### src/rtl/mdu_pkg.sv
// Shared types for the iterative multiply/divide unit: operation codes,
// control word, FSM states and small op-class decode helpers.
package mdu_pkg;

  // Codes 8..15 are left undefined on purpose; the unit accepts them and returns 0.
  typedef enum logic [3:0] {
    OP_MUL    = 4'd0,
    OP_MULH   = 4'd1,
    OP_MULHSU = 4'd2,
    OP_MULHU  = 4'd3,
    OP_DIV    = 4'd4,
    OP_DIVU   = 4'd5,
    OP_REM    = 4'd6,
    OP_REMU   = 4'd7
  } mdu_op_t;

  typedef struct packed {
    logic    enable;
    mdu_op_t operation;
  } mdu_control_t;

  typedef enum logic [2:0] {
    S_IDLE,
    S_MUL,
    S_DIV,
    S_FIX,
    S_DONE
  } mdu_state_t;

  function automatic logic is_mul_op(input mdu_op_t op);
    return op inside {OP_MUL, OP_MULH, OP_MULHSU, OP_MULHU};
  endfunction

  function automatic logic is_div_op(input mdu_op_t op);
    return op inside {OP_DIV, OP_DIVU, OP_REM, OP_REMU};
  endfunction

  function automatic logic is_rem_op(input mdu_op_t op);
    return op inside {OP_REM, OP_REMU};
  endfunction

  function automatic logic is_signed_div(input mdu_op_t op);
    return op inside {OP_DIV, OP_REM};
  endfunction

endpackage

### src/rtl/mdu_div_core.sv
// Radix-2 restoring divider on unsigned magnitudes: one quotient bit per
// cycle for REG_WIDTH cycles after start; done marks the final iteration.
module mdu_div_core #(
  parameter int REG_WIDTH = 32
) (
  input  logic                 clk,
  input  logic                 rst,
  input  logic                 start,
  input  logic                 abort,
  input  logic [REG_WIDTH-1:0] dividend,
  input  logic [REG_WIDTH-1:0] divisor,
  output logic [REG_WIDTH-1:0] quotient,
  output logic [REG_WIDTH-1:0] remainder,
  output logic                 done
);

  localparam int W  = REG_WIDTH;
  localparam int CW = $clog2(W);

  logic [W-1:0]  quo;
  logic [W-1:0]  rem;
  logic [W-1:0]  dvs;
  logic [CW-1:0] cnt;
  logic          busy;
  logic [W:0]    shifted;
  logic [W:0]    trial;

  // The dividend shifts out of quo MSB-first while quotient bits shift in at the LSB.
  always_comb begin
    shifted = {rem, quo[W-1]};
    trial   = shifted - {1'b0, dvs};
  end

  // NOTE: every datapath register is cleared by reset, not only the control
  // bits, so no stale quotient can leak out after a reset.
  always_ff @(posedge clk) begin
    if (rst) begin
      quo  <= '0;
      rem  <= '0;
      dvs  <= '0;
      cnt  <= '0;
      busy <= 1'b0;
    end else if (abort) begin
      cnt  <= '0;
      busy <= 1'b0;
    end else if (start) begin
      quo  <= dividend;
      rem  <= '0;
      dvs  <= divisor;
      cnt  <= '0;
      busy <= 1'b1;
    end else if (busy) begin
      if (trial[W]) begin
        rem <= shifted[W-1:0];
        quo <= {quo[W-2:0], 1'b0};
      end else begin
        rem <= trial[W-1:0];
        quo <= {quo[W-2:0], 1'b1};
      end
      if (cnt == CW'(W - 1)) begin
        busy <= 1'b0;
        cnt  <= '0;
      end else begin
        cnt <= cnt + CW'(1);
      end
    end
  end

  assign done      = busy && (cnt == CW'(W - 1));
  assign quotient  = quo;
  assign remainder = rem;

endmodule

### src/rtl/mdu_iter.sv
// Single-slot multiply/divide unit: pipelined-latency multiply inline,
// iterative divide in mdu_div_core, valid/ready handshake on both sides.
module mdu_iter
  import mdu_pkg::*;
#(
  parameter int REG_WIDTH  = 32,
  parameter int MUL_STAGES = 3
) (
  input  logic                 clk,
  input  logic                 rst,
  input  logic                 i_valid,
  output logic                 o_ready,
  input  mdu_control_t         i_control,
  input  logic [REG_WIDTH-1:0] i_op1,
  input  logic [REG_WIDTH-1:0] i_op2,
  input  logic                 i_flush,
  output logic                 o_valid,
  input  logic                 i_ready,
  output logic [REG_WIDTH-1:0] o_result,
  output logic                 o_cooking
);

  localparam int W   = REG_WIDTH;
  localparam int MCW = (MUL_STAGES > 1) ? $clog2(MUL_STAGES) : 1;
  localparam logic [W-1:0] MOST_NEG = {1'b1, {(W-1){1'b0}}};

  mdu_state_t   state;
  mdu_op_t      op_in;
  mdu_op_t      op_q;
  logic [W-1:0] a_q;
  logic [W-1:0] b_q;
  logic         neg_q;
  logic         neg_r;
  logic [MCW-1:0] mul_cnt;

  logic         div_zero;
  logic         div_ovf;
  logic         div_start;
  logic         div_done;
  logic [W-1:0] mag_a;
  logic [W-1:0] mag_b;
  logic [W-1:0] div_quo;
  logic [W-1:0] div_rem;
  logic [W-1:0] special_res;
  logic         enable_unused;

  // The control word's enable bit carries no meaning here; i_valid qualifies requests.
  assign enable_unused = i_control.enable;
  assign op_in         = i_control.operation;

  function automatic logic [W-1:0] mul_calc(input mdu_op_t op,
                                            input logic [W-1:0] a,
                                            input logic [W-1:0] b);
    logic signed [W:0]     sa;
    logic signed [W:0]     sb;
    logic signed [2*W+1:0] p;
    sa = {(op == OP_MULH || op == OP_MULHSU) & a[W-1], a};
    sb = {(op == OP_MULH) & b[W-1], b};
    p  = sa * sb;
    return (op == OP_MUL) ? W'(p) : W'(p >>> W);
  endfunction

  // NOTE: always_comb outputs get a value on every path, so no latches form.
  always_comb begin
    div_zero    = (i_op2 == '0);
    div_ovf     = is_signed_div(op_in) && (i_op1 == MOST_NEG) && (i_op2 == '1);
    mag_a       = (is_signed_div(op_in) && i_op1[W-1]) ? -i_op1 : i_op1;
    mag_b       = (is_signed_div(op_in) && i_op2[W-1]) ? -i_op2 : i_op2;
    special_res = div_zero ? (is_rem_op(op_in) ? i_op1 : '1)
                           : (is_rem_op(op_in) ? '0 : i_op1);
    div_start   = (state == S_IDLE) && i_valid && !i_flush && is_div_op(op_in)
                  && !div_zero && !div_ovf;
  end

  mdu_div_core #(.REG_WIDTH(W)) u_div (
    .clk       (clk),
    .rst       (rst),
    .start     (div_start),
    .abort     (i_flush),
    .dividend  (mag_a),
    .divisor   (mag_b),
    .quotient  (div_quo),
    .remainder (div_rem),
    .done      (div_done)
  );

  // NOTE: sequential state uses non-blocking assignments only.
  always_ff @(posedge clk) begin
    if (rst) begin
      state    <= S_IDLE;
      op_q     <= OP_MUL;
      a_q      <= '0;
      b_q      <= '0;
      neg_q    <= 1'b0;
      neg_r    <= 1'b0;
      mul_cnt  <= '0;
      o_valid  <= 1'b0;
      o_result <= '0;
    end else if (i_flush) begin
      state    <= S_IDLE;
      o_valid  <= 1'b0;
      o_result <= '0;
    end else begin
      case (state)
        S_IDLE: begin
          if (i_valid) begin
            op_q    <= op_in;
            a_q     <= i_op1;
            b_q     <= i_op2;
            neg_q   <= is_signed_div(op_in) && (i_op1[W-1] ^ i_op2[W-1]);
            neg_r   <= is_signed_div(op_in) && i_op1[W-1];
            mul_cnt <= MCW'(1);
            if (is_mul_op(op_in)) begin
              if (MUL_STAGES == 1) begin
                state    <= S_DONE;
                o_valid  <= 1'b1;
                o_result <= mul_calc(op_in, i_op1, i_op2);
              end else begin
                state <= S_MUL;
              end
            end else if (is_div_op(op_in) && !div_zero && !div_ovf) begin
              state <= S_DIV;
            end else begin
              state    <= S_DONE;
              o_valid  <= 1'b1;
              o_result <= is_div_op(op_in) ? special_res : '0;
            end
          end
        end
        S_MUL: begin
          if (mul_cnt == MCW'(MUL_STAGES - 1)) begin
            state    <= S_DONE;
            o_valid  <= 1'b1;
            o_result <= mul_calc(op_q, a_q, b_q);
          end else begin
            mul_cnt <= mul_cnt + MCW'(1);
          end
        end
        S_DIV: begin
          if (div_done) state <= S_FIX;
        end
        S_FIX: begin
          state    <= S_DONE;
          o_valid  <= 1'b1;
          o_result <= is_rem_op(op_q) ? (neg_r ? -div_rem : div_rem)
                                      : (neg_q ? -div_quo : div_quo);
        end
        S_DONE: begin
          if (i_ready) begin
            state    <= S_IDLE;
            o_valid  <= 1'b0;
            o_result <= '0;
          end
        end
        default: state <= S_IDLE;
      endcase
    end
  end

  assign o_ready   = (state == S_IDLE);
  assign o_cooking = (state != S_IDLE);

endmodule

### config.mk
export PLATFORM = sky130hd
export DESIGN_NAME = mdu_iter
export DESIGN_NICKNAME = d
export VERILOG_FILES = /design/src/rtl/mdu_pkg.sv /design/src/rtl/mdu_div_core.sv /design/src/rtl/mdu_iter.sv
export SDC_FILE = /design/constraint.sdc
export NUM_CORES = 2
export LEC_CHECK = 0
export CAP_MARGIN = 20
export CORE_MARGIN = 5
export CORE_UTILIZATION = 50
export DETAILED_ROUTE_END_ITERATION = 8
export GPL_TIMING_DRIVEN = 0
export PLACE_DENSITY = 0.66
export SLEW_MARGIN = 0
export SYNTH_ARGS = -nofsm -noshare
export SYNTH_HDL_FRONTEND = slang
export SYNTH_HIERARCHICAL = 1
export SYNTH_SLANG_ARGS = --single-unit
### constraint.sdc
create_clock -name clk -period 17.2 [get_ports clk]
set_input_delay 5.16 -clock clk [delete_from_list [all_inputs] [get_ports clk]]
set_output_delay 5.16 -clock clk [all_outputs]
set_load 0.03 [all_outputs]
# After elaboration in Yosys (flattened, before gate mapping)
# Index checks and enable logic that the tools add are counted.
[op_classes]
eq_ne = 26
mul = 1
bitwise = 4
n_reduce_logical = 38
mux = 42
add_sub_neg = 7
[op_table]
columns = ["cell", "count"]
rows = [
  ["$mux 32", 20],
  ["$neg 32->32", 4],
  ["$pmux 32 s4", 1],
  ["$eq 32x32->1 const B", 2],
  ["$mul 33x33->64", 1],
  ["$sub 33x32->33", 1],
  ["$logic_not 32->1", 1],
  ["$eq 4x3->1 const B", 6],
  ["$mux 3", 6],
  ["$pmux 3 s5", 1],
  ["$ne 2x2->1 const B", 7],
  ["$logic_and 1x1->1", 13],
  ["$eq 4x2->1 const B", 3],
  ["$reduce_bool 4->1", 3],
  ["$reduce_bool 2->1", 5],
  ["$mux 1", 9],
  ["$eq 4x1->1 const B", 2],
  ["$logic_not 4->1", 2],
  ["$reduce_and 4->1", 2],
  ["$eq 3x2->1 const B", 2],
  ["$reduce_and 6->1", 1],
  ["$add 5x1->5 const B", 1],
  ["$eq 5x5->1 const B", 1],
  ["$mux 5", 1],
  ["18 further kinds", 23],
]
[totals]
regBits = 210
inputBits = 74

# Longest topological paths before layout
[logic_depth]
word_depth = 10
mapped_depth = 31
depth_no_buf = 28

# Modules after synthesis
# Netlist, hierarchy kept.
[by_module_without_submodules]
columns = ["module", "cells_per_inst", "instances", "seq_area_each_um2", "area_each_um2"]
rows = [
  ["mdu_iter", 5427, 1, 2162.1, 46119.2],
  ["mdu_div_core", 741, 1, 2042.0, 5974.5],
]

# Worst setup path after synthesis
# Ideal clock, no wire load.
[synth_timing]
kind = "flip-flop to flip-flop"
start = "register op_q[1]"
end = "register o_result[25]"
setup_slack_ns = 8.648
n_path_buf = 3
arrival_ns = 8.421
t_required_ns = 17.070
path_stages_with_launch = 29
setup_time_ns = 0.130
cell_sequence = "dfxtp_1 clkbuf_1 xnor2_1 nor3b_1 clkbuf_1 nand2_1 fa_1 fa_1 inv_1 fa_1 inv_1 fa_1 inv_1 fa_1 fa_1 fa_1 inv_1 fa_1 inv_1 ha_1 clkbuf_1 nand4_1 or2_2 o22ai_1 o21ai_0 a21oi_1 o221ai_1 a211oi_1 o211ai_1"
[synth_between]
elab_chain_cells = 7
elab_cells_between_ends = 14
cone_classes = "mul (1); eq/ne (4); mux (4); bitwise (2); reduce/logical (3)"
[synth_lines]
columns = ["item", "line", "source"]
rows = [
  ["from (decl)", "mdu_iter.sv:29", "mdu_op_t op_q;"],
  ["from (signal assigned)", "mdu_iter.sv:107", "op_q <= op_in;"],
  ["$eq 4x1->1 / $eq 4x2->1 (equally long branches)", "mdu_iter.sv:57, mdu_iter.sv:58", ""],
  ["$logic_or 1x1->1", "mdu_iter.sv:57", "sa = {(op == OP_MULH || op == OP_MULHSU) & a[W-1], a};"],
  ["$and 1x1->1", "mdu_iter.sv:57", ""],
  ["$mul 33x33->64", "mdu_iter.sv:59", "p = sa * sb;"],
  ["$mux 32", "mdu_iter.sv:60", "return (op == OP_MUL) ? W'(p) : W'(p >>> W);"],
  ["$mux 32", "mdu_iter.sv:131", "if (mul_cnt == MCW'(MUL_STAGES - 1)) begin"],
  ["$pmux 32 s4 *", "mdu_iter.sv:104", "case (state)"],
  ["to (signal assigned)", "mdu_iter.sv:117", "o_result <= mul_calc(op_in, i_op1, i_op2);"],
  ["to (signal assigned)", "mdu_iter.sv:134", "o_result <= mul_calc(op_q, a_q, b_q);"],
  ["to (signal assigned)", "mdu_iter.sv:145", "o_result <= is_rem_op(op_q) ? (neg_r ? -div_rem : div_rem)"],
  ["to (decl)", "mdu_iter.sv:19", "output logic [REG_WIDTH-1:0] o_result,"],
]
# Every way passes the cells marked *; elsewhere a longest branch is shown, timed or not. The select of a mux whose other input is x is not followed.
# A chain may end at the register's enable or synchronous reset.

# Worst setup path after layout
# Ends and elaborated chain as after synthesis.

==> run metrics <==
status=finished clean; cts hold-fix bufs=0; I/O pins=109; Peak Freq=89.0 MHz; Slew @ Worst Pin=1.25 ns; Worst Path Required=around 18 ns; met2 WL=between 80,000 and 90,000 µm; routability cong.=1.01; drt total wl=roughly 200,000 µm; Cells after Synth=6,168; largest net degree at the start of global routing=25; most frequent cells in the layout=inv_1 (1,233), fa_1 (1,125), nand2_1 (1,119); top sig layer=met5; final core utilization=between 50% and 60%; DRC=0; fraction of registers with async set/reset=0%; All-Layer GR Usage=between 30% and 40%; P&R area growth vs syn=7.36%; CTS root buf=clkbuf_16; CP arrival=11.66 ns; CTS buffer count=25; die span in y=about 330 µm; Rel. slew slack=16.4%; NumNets Final=7,759; DR iter-0 viols=between 4,000 and 5,000; unrepaired setup endpoints after global routing=no; peak supply drop=0.0635 mV; number of synthesized flops with an enable pin=0; num rows=118; Final ANT Viol Nets=0; Placed Cells=7,655; syn nets=about 7,600; min-delay worst type=register to register; most common cell after layout, fill and taps aside=inv_1; mapped cell area=52,100 µm²; Clock Sinks=210; syn_area_per_cell=8.45 µm²; Pleak=~25 nW; Die ar.=111,000 µm²; met3 wire len=21,200 µm; CP Class=register to register; HPWL Detailed=171,000 µm; metal1 wirelength=77,300 µm; Slowest cell on crit path=a2111oi_0; vias per inst=5.81; vias in the first global route=45,300; CP peak stage delay=0.88 ns; first-pass GRT wire length=297,000 µm; ranking of synthesized cells by area=fa_1 (43%), inv_1 (8.9%), dfxtp_1 (8.1%); Max Buffers Root-to-Sink=3; vias post-DR=around 45,000; Layout Skew=0.0192 ns; max-cap violation count=0; most frequent CP cell=fa_1; CP startpoint kind=register; H-tree levels=1; initial core utilization=50.3%; Tcrit/Tclk final=65.4%; synth warn=6; minimum clock period after layout=11.24 ns; share of the synthesized area in the top cell type=43.3%; Clock transition at path regs=~0.060 ns; Place WS=just over 6 ns; setup violators final=0; Remaining Overflow, GRT=0; worst setup margin=5.96 ns; CTS tree=yes; sequential-to-total area share from yosys stat=8.07%; Post-CTS Setup Repair Bufs=0; PostCTS Resize Cnt=0; Total Neg Setup Slack=0 ns; Yosys cell types=86; FF+latch count, synth=210; PD cells=33.8 nW/µm²; Die Wd=between 300 and 400 µm; Synth Flop Type=dfxtp_1; Core ar.=103,000 µm²; top cell type by total area after synthesis=fa_1; Clk Latency, worst-skew pair=0.56 ns; Non-Filler Instances=between 7,000 and 8,000; share of layout cells above drive strength 1=1.63%; element type at the critical path end=register; overall power=1.89 mW; crit-path max FO=10; initial antenna violation count=21; Pins Over Slew Limit=0; IO Port Bufs=around 100; final hold vios=0; Detailed Routing Iterations Pass 1=6; post-DR wirelength/cell=about 26 µm
cell type report:
class                   count  area (µm²)
well taps                1380        1730
flip-flops and latches    210        4200
clock buffers              29         681
multi-input cells        4364       41900
plain buffers             361        1380
repair buffers            112        1170
clock inverters            16         218
fillers                  9894       47600
diodes                     13        32.5
inverters                1233        4630
where the power goes:
part / total (mW) / switching [mW] / internal (mW)
clock network: 0.583 / 0.236 / 0.347
registers: 0.540 / 0.0381 / 0.502
logic: 0.770 / 0.529 / 0.241
state kept, by name, indices dropped and copies added, names as in the netlist, 4 cells and up:
signal           cells
a_q                 32
b_q                 32
o_result            32
u_div/dvs           32
u_div/quotient      32
u_div/remainder     32
u_div/cnt            5
op_q                 4
logic make-up (layout without fill, tap and decap cells):
| logic type | count (synthesis) | in the layout | share of synthesized area, % |
|---|---|---|---|
| simple gates | 1924 | 1924 | 16.9 |
| buf+inv | 1594 | 1751 | 11.5 |
| fa+ha+maj | 1378 | 1378 | 49.3 |
| compound gates | 782 | 782 | 9.26 |
| flops | 210 | 210 | 8.07 |
| xor+xnor | 208 | 208 | 3.55 |
| mux | 72 | 72 | 1.39 |
| other cells | 0 | 13 | 0 |
path summary, 6_finish.rpt:
| check | from | endpoint | slack (ns) | cells past startpoint |
|---|---|---|---|---|
| min | u_div/dvs[19] | u_div/dvs[19] | 0.46 | 2 |
| max | op_q[1] | o_result[25] | 5.96 | 29 |
| min reg2reg | u_div/dvs[19] | u_div/dvs[19] | 0.46 | 2 |
| max reg2reg | op_q[1] | o_result[25] | 5.96 | 29 |
routing by layer:
layer,up-vias,track usage (%)
li1,19100,-
met1,22700,48.1
met2,2486,55.5
met3,537,7.99
met4,8,18.3
met5,-,0
through the flow:
stage               cell area (µm²)  hold slack [ns]
floorplan                     52100            0.436
global placement              54800            0.445
detailed placement            54900            0.449
CTS                           55800            0.457
global route                  55900            0.473
finish                        55900            0.458
synth_stat cells, types with 70 or more instances:
cell type / instances
a21oi_1: 295
and2_1: 320
clkbuf_1: 344
dfxtp_1: 210
fa_1: 1126
ha_1: 252
inv_1: 1233
mux2i_1: 70
nand2_1: 1119
nor2_1: 197
o21ai_0: 152
xnor2_1: 114
xor2_1: 91
critical path, delay by kind of cell, from the launching register on:
family	cells	cell delay, ns
and+or+nand+nor	6	1.91
adders and majority gates	9	4.22
xor gates and xnor gates	1	0.17
buffers and inverters	8	1.94
DFF	1	0.31
AOI/OAI and AO/OA	5	2.52
No activity file was read; power rests on OpenSTA's default activity.
